[config.mk]
export PLATFORM = sky130hd
export DESIGN_NAME = sprite_lb_writer_flat
export DESIGN_NICKNAME = d
export VERILOG_FILES = /design/src/rtl/sprite_lb_writer_pkg.sv /design/src/rtl/sprite_lb_writer_if.sv /design/src/rtl/sprite_lb_writer_gate.sv /design/src/rtl/sprite_lb_writer.sv /design/src/flat_wrapper.sv
export SDC_FILE = /design/constraint.sdc
export NUM_CORES = 1
export LEC_CHECK = 0
export BUFFER_PORTS_ARGS = -buffer_cell sky130_fd_sc_hd__clkbuf_2
export CAP_MARGIN = 20
export CORE_UTILIZATION = 38
export CTS_CLUSTER_DIAMETER = 200
export CTS_CLUSTER_SIZE = 16
export DETAILED_ROUTE_END_ITERATION = 6
export GPL_TIMING_DRIVEN = 0
export PLACE_DENSITY = 0.64
export SYNTH_ARGS = -nofsm -noshare
export SYNTH_HDL_FRONTEND = slang
export SYNTH_SLANG_ARGS = --single-unit
[constraint.sdc]
create_clock -name ck_i -period 2.6 [get_ports ck_i]
set_input_delay 0.13 -clock ck_i [delete_from_list [all_inputs] [get_ports ck_i]]
set_output_delay 0.13 -clock ck_i [all_outputs]
set_load 0.02 [all_outputs]
[src/rtl/sprite_lb_writer_pkg.sv]
// Shared video constants, FSM state and line-buffer write record for the sprite pipeline.
package sprite_lb_writer_pkg;

  localparam int unsigned LB_AW     = 9;
  localparam int unsigned VISIBLE_W = 320;
  localparam int unsigned PAL_W     = 8;
  localparam int unsigned PIX_W     = 4;
  localparam int unsigned DATA_W    = PAL_W + PIX_W;
  localparam int unsigned CNT_W     = 3;
  localparam int unsigned LAST_PAIR = 7;

  typedef enum logic {
    IDLE = 1'b0,
    RUN  = 1'b1
  } state_e;

  typedef struct packed {
    logic              we;
    logic [LB_AW-1:0]  addr;
    logic [DATA_W-1:0] data;
  } lb_wr_t;

endpackage

[src/rtl/sprite_lb_writer_if.sv]
// Tile-row input bus and dual line-buffer write ports of the sprite writer.
interface sprite_lb_writer_if;
  import sprite_lb_writer_pkg::*;

  logic             load;
  logic [LB_AW-1:0] xpos;
  logic [PAL_W-1:0] pal;
  logic             shr_a;
  logic             shr_b;
  logic [PIX_W-1:0] pix_a;
  logic [PIX_W-1:0] pix_b;
  lb_wr_t           wr_a;
  lb_wr_t           wr_b;
  logic             busy;
  logic             done;

  modport master (
    output load, xpos, pal, shr_a, shr_b, pix_a, pix_b,
    input  wr_a, wr_b, busy, done
  );

  modport slave (
    input  load, xpos, pal, shr_a, shr_b, pix_a, pix_b,
    output wr_a, wr_b, busy, done
  );

endinterface

[src/rtl/sprite_lb_writer_gate.sv]
// Per-pixel write enable: kept by shrink, opaque colour, and on-screen address.
module lb_pixel_gate
  import sprite_lb_writer_pkg::*;
(
  input  logic             keep_i,
  input  logic [PIX_W-1:0] colour_i,
  input  logic [LB_AW-1:0] addr_i,
  output logic             we_o_c
);

  // Colour 0 is transparent; addresses at or beyond the visible width are clipped.
  always_comb begin
    we_o_c = keep_i && (colour_i != '0) && (addr_i < LB_AW'(VISIBLE_W));
  end

endmodule

[src/rtl/sprite_lb_writer.sv]
// Sprite line-buffer writer: turns 8 shrunk pixel pairs per tile row into up to two writes per clock.
module sprite_lb_writer
  import sprite_lb_writer_pkg::*;
(
  input  logic               ck_i,
  input  logic               reset_i,
  sprite_lb_writer_if.slave  bus_io
);

  state_e           state_q, state_d;
  logic [LB_AW-1:0] x_q, x_d;
  logic [PAL_W-1:0] pal_q, pal_d;
  logic [CNT_W-1:0] cnt_q, cnt_d;
  lb_wr_t           wr_a_q, wr_a_d;
  lb_wr_t           wr_b_q, wr_b_d;
  logic             last_q, last_d;
  logic             done_q, done_d;
  logic             busy_q, busy_d;

  logic [LB_AW-1:0] addr_b_c;
  logic             we_a_c;
  logic             we_b_c;

  // Port B sits one past port A only when pixel A survived the shrink.
  always_comb begin
    addr_b_c = x_q + LB_AW'(bus_io.shr_a);
  end

  lb_pixel_gate u_gate_a (
    .keep_i   (bus_io.shr_a),
    .colour_i (bus_io.pix_a),
    .addr_i   (x_q),
    .we_o_c   (we_a_c)
  );

  lb_pixel_gate u_gate_b (
    .keep_i   (bus_io.shr_b),
    .colour_i (bus_io.pix_b),
    .addr_i   (addr_b_c),
    .we_o_c   (we_b_c)
  );

  // Next-state: row sequencing, X advance and write formation.
  always_comb begin
    state_d = state_q;
    x_d     = x_q;
    pal_d   = pal_q;
    cnt_d   = cnt_q;
    wr_a_d  = '0;
    wr_b_d  = '0;
    last_d  = 1'b0;

    unique case (state_q)
      IDLE: begin
        if (bus_io.load) begin
          x_d     = bus_io.xpos;
          pal_d   = bus_io.pal;
          cnt_d   = '0;
          state_d = RUN;
        end
      end
      RUN: begin
        if (bus_io.load && (cnt_q != CNT_W'(LAST_PAIR))) begin
          // Abort: the pair sampled with LOAD is dropped and the new row restarts.
          x_d   = bus_io.xpos;
          pal_d = bus_io.pal;
          cnt_d = '0;
        end else begin
          wr_a_d.we   = we_a_c;
          wr_a_d.addr = x_q;
          wr_a_d.data = {pal_q, bus_io.pix_a};
          wr_b_d.we   = we_b_c;
          wr_b_d.addr = addr_b_c;
          wr_b_d.data = {pal_q, bus_io.pix_b};
          x_d   = addr_b_c + LB_AW'(bus_io.shr_b);
          cnt_d = cnt_q + CNT_W'(1);
          if (cnt_q == CNT_W'(LAST_PAIR)) begin
            last_d = 1'b1;
            if (bus_io.load) begin
              x_d   = bus_io.xpos;
              pal_d = bus_io.pal;
              cnt_d = '0;
            end else begin
              state_d = IDLE;
            end
          end
        end
      end
      default: state_d = IDLE;
    endcase

    done_d = last_q;
    busy_d = (state_d == RUN);
  end

  // State and output registers, synchronously cleared.
  always_ff @(posedge ck_i) begin
    if (reset_i) begin
      state_q <= IDLE;
      x_q     <= '0;
      pal_q   <= '0;
      cnt_q   <= '0;
      wr_a_q  <= '0;
      wr_b_q  <= '0;
      last_q  <= 1'b0;
      done_q  <= 1'b0;
      busy_q  <= 1'b0;
    end else begin
      state_q <= state_d;
      x_q     <= x_d;
      pal_q   <= pal_d;
      cnt_q   <= cnt_d;
      wr_a_q  <= wr_a_d;
      wr_b_q  <= wr_b_d;
      last_q  <= last_d;
      done_q  <= done_d;
      busy_q  <= busy_d;
    end
  end

  assign bus_io.wr_a = wr_a_q;
  assign bus_io.wr_b = wr_b_q;
  assign bus_io.busy = busy_q;
  assign bus_io.done = done_q;

endmodule

[src/flat_wrapper.sv]
// flat-port wrapper written by rule: the top's interface ports become plain ports
module sprite_lb_writer_flat import sprite_lb_writer_pkg::*;
  (ck_i, reset_i, bus_io_load, bus_io_xpos, bus_io_pal, bus_io_shr_a, bus_io_shr_b, bus_io_pix_a, bus_io_pix_b, bus_io_wr_a, bus_io_wr_b, bus_io_busy, bus_io_done);
  sprite_lb_writer_if bus_io_i ();
  input  logic ck_i;
  input  logic reset_i;
  input wire logic [$bits(bus_io_i.load)-1:0] bus_io_load;
  input wire logic [$bits(bus_io_i.xpos)-1:0] bus_io_xpos;
  input wire logic [$bits(bus_io_i.pal)-1:0] bus_io_pal;
  input wire logic [$bits(bus_io_i.shr_a)-1:0] bus_io_shr_a;
  input wire logic [$bits(bus_io_i.shr_b)-1:0] bus_io_shr_b;
  input wire logic [$bits(bus_io_i.pix_a)-1:0] bus_io_pix_a;
  input wire logic [$bits(bus_io_i.pix_b)-1:0] bus_io_pix_b;
  output wire logic [$bits(bus_io_i.wr_a)-1:0] bus_io_wr_a;
  output wire logic [$bits(bus_io_i.wr_b)-1:0] bus_io_wr_b;
  output wire logic [$bits(bus_io_i.busy)-1:0] bus_io_busy;
  output wire logic [$bits(bus_io_i.done)-1:0] bus_io_done;
  assign bus_io_i.load = bus_io_load;
  assign bus_io_i.xpos = bus_io_xpos;
  assign bus_io_i.pal = bus_io_pal;
  assign bus_io_i.shr_a = bus_io_shr_a;
  assign bus_io_i.shr_b = bus_io_shr_b;
  assign bus_io_i.pix_a = bus_io_pix_a;
  assign bus_io_i.pix_b = bus_io_pix_b;
  assign bus_io_wr_a = bus_io_i.wr_a;
  assign bus_io_wr_b = bus_io_i.wr_b;
  assign bus_io_busy = bus_io_i.busy;
  assign bus_io_done = bus_io_i.done;
  sprite_lb_writer u_core (.ck_i(ck_i), .reset_i(reset_i), .bus_io(bus_io_i));
endmodule
==> qor.txt <==
minimum clock period -> 2.13 ns
Die Footprint -> 6680 µm²
ys flop type -> dfxtp_1
row count -> 28
outcome -> complete, no violations
flop-to-flop setup slack -> 0.47 ns
final worst path period share -> 0.819
fill cell count -> 593
final wirelength -> 5320 µm
clk sink count -> 59
post-CTS setup buffer count -> 0
CTS tree -> done
share of cells above drive strength 1 -> 0.330
commonest cells after routing, fill and taps aside -> clkbuf_2 (73), dfxtp_1 (59), and2_1 (27)
First-pass DRT Iterations -> 4
total grt overflow -> 0
CP arrival -> 2.33 ns
CTS H-tree lvls -> 3
worst path required time -> 2.80 ns
Layout Cells excl Fill -> 408
I/O Pins -> 76
Synth area leaders -> dfxtp_1 (49%), and2_1 (7.0%), mux2i_1 (5.4%)
Syn Inst Count -> 244
average routed wire per standard cell -> 13.0 µm
hpwl dp -> 3930 µm
Syn Nets -> 281
R2R Path End -> u_core.x_q[8]
Reg2Reg Launch Point -> u_core.x_q[1]
Inserted Diodes -> 0
overall die height -> 81.7 µm
post-cts repair resize count -> 0
register bit count reported by yosys -> 59
Worst slew margin -> 0.541
CTS buffer count -> 9
DR WL met3 -> 353 µm
Post-synth ARST share -> 0
GRT Total Usage -> 0.180
mean area per synthesized cell -> 9.90 µm²
register area share after synthesis -> 0.489
hold buffer count at CTS -> 0
Pleak -> 1.43 nW
Yosys top cell area share -> 0.489
insertion delay to the later sink of the worst-skew pair -> 0.33 ns
Slew Limit Fails -> 0
worst r2r path cells -> 7
vias in the first global route -> 1788
Worst-Margin Slew -> 0.688 ns
Max Buffers Root-to-Sink -> 2
Final Skew -> 0.00835 ns
area grow syn2layout -> 28.4%
routed vias/inst -> 4.72
vias -> 1924
Iter 0 DRT Violations -> 76
Netlist Area Pre-Place -> 2420 µm²
hold_ws -> 0.0154 ns
wire length of the first global-routing pass -> 8770 µm
maximum fanout along the worst path -> 9
Final Hold Fails -> 0
Design Area, Final -> 3100 µm²
Starting Density -> 0.401
CTS Root Cell -> clkbuf_8
Placed Cells -> 392
Port-buffer cells -> 73
met2 routed WL -> 2380 µm
Total Nets Final -> 365
Max VDD drop -> 0.462 mV
DR DRC count -> 0
commonest non-fill, non-tap cell in the layout -> clkbuf_2
# setup viols final -> 0
CTS clk-pin slew, worst paths -> 0.07 ns
max frequency -> 0.470 GHz
Die X -> 81.7 µm
pin count of the biggest net entering global routing -> 11
DRT met1 WL -> 2480 µm
min-delay src -> bus_io_pix_a[0]
startpoint type of the worst setup path -> register
Power Dens Cells -> 668 nW/µm²
yosys warns -> 0
crit end category -> register
WHS Path Cells -> 2
max cap viols -> 0
Hold EP -> u_core.bus_io.wr_a[0]
Setup Crit Path Kind -> reg2reg
gpl congestion -> 0.879
total negative slack -> 0 ns
CORE AREA -> 6030 µm²
Synth area leader -> dfxtp_1
DR top layer -> met4
Routed Antenna Nets -> 0
number of distinct library cells after synthesis -> 45
Placed Area -> 2880 µm²
Post-synth EDFFs -> 0
HP Class -> in2reg
RSZ-0062 raised after global routing -> no
initial antenna violation count -> 0
==> cell usage after synthesis (2+ instances only) <==
master    number
mux2i_1       13
o22ai_1        2
and2_1        27
and3_1         4
nor3_1         8
nand3_1        7
buf_2          2
o21ai_0        2
inv_1          5
dfxtp_1       59
a31oi_1        2
a21oi_1       10
xnor2_1       12
and4_1         2
o21ai_1        2
nor2_1        26
a211oi_1       2
xor2_1         2
ha_1           7
nand2_1        7
buf_4         10
clkbuf_1       9
nor2b_1        2
==> critical path: stages (launching register included) <==
cell	delay, ns
dfxtp_1	0.52
ha_1	0.22
buf_6	0.14
nand3_4	0.11
or3b_1	0.41
a32oi_2	0.28
a311o_1	0.21
o221ai_1	0.10
==> stage by stage <==
step	utilization	power, W	setup slack (ns)
finish	0.515	0.00207	0.470
global route	0.515	0.00216	0.348
CTS	0.515	0.00209	0.478
detailed placement	0.477	0.00116	0.489
global placement	0.477	0.00115	0.503
floorplan	-	0.00109	0.715
==> per-layer routing <==
layer	track usage	vias to the layer above
met4	0.0895	0
met5	0	-
met3	0.0522	10
met1	0.230	865
li1	-	986
met2	0.276	63
==> report_power, final <==
group	leakage [nW]	switching [W]	internal (W)
combinational	0.839	0.000106	0.0000785
clock	0.113	0.000347	0.000590
sequential	0.480	0.0000197	0.000931
total	1.43	0.000473	0.00160
==> cells by family (layout without fill, tap and decap cells) <==
family	Yosys count	after routing	share of synthesized area
adders and majority gates	7	7	0.0362
DFF	59	59	0.489
and+or+nand+nor	91	91	0.207
buffers and inverters	27	116	0.0616
xor gates and xnor gates	15	15	0.0575
muxes	13	13	0.0539
AOI/OAI and AO/OA	32	32	0.0948
==> how the worst max path moves through the flow <==
| stage | slack [ns] | startpoint | to | cells past startpoint |
|---|---|---|---|---|
| after floorplan | 0.71 | u_core.x_q[0] | u_core.x_q[8] | 8 |
| after global placement | 0.50 | u_core.x_q[1] | u_core.x_q[8] | 7 |
| after detailed placement | 0.49 | u_core.x_q[0] | u_core.x_q[8] | 8 |
| after CTS | 0.48 | u_core.x_q[0] | u_core.x_q[8] | 8 |
| after global routing | 0.35 | u_core.x_q[1] | u_core.x_q[8] | 7 |
| final | 0.47 | u_core.x_q[1] | u_core.x_q[8] | 7 |
==> layout make-up <==
class | instances | area (µm²) | share of cell area
tap | 75 | 93.8 | 0.0302
clock inverter | 4 | 72.6 | 0.0234
multi-input combinational | 158 | 1090 | 0.350
timing repair buffer | 73 | 365 | 0.118
buffer | 22 | 130 | 0.0419
clock buffer | 12 | 155 | 0.0500
sequential | 59 | 1180 | 0.381
inverter | 5 | 18.8 | 0.00605
Note: power is estimated with default switching activity, not from simulation.
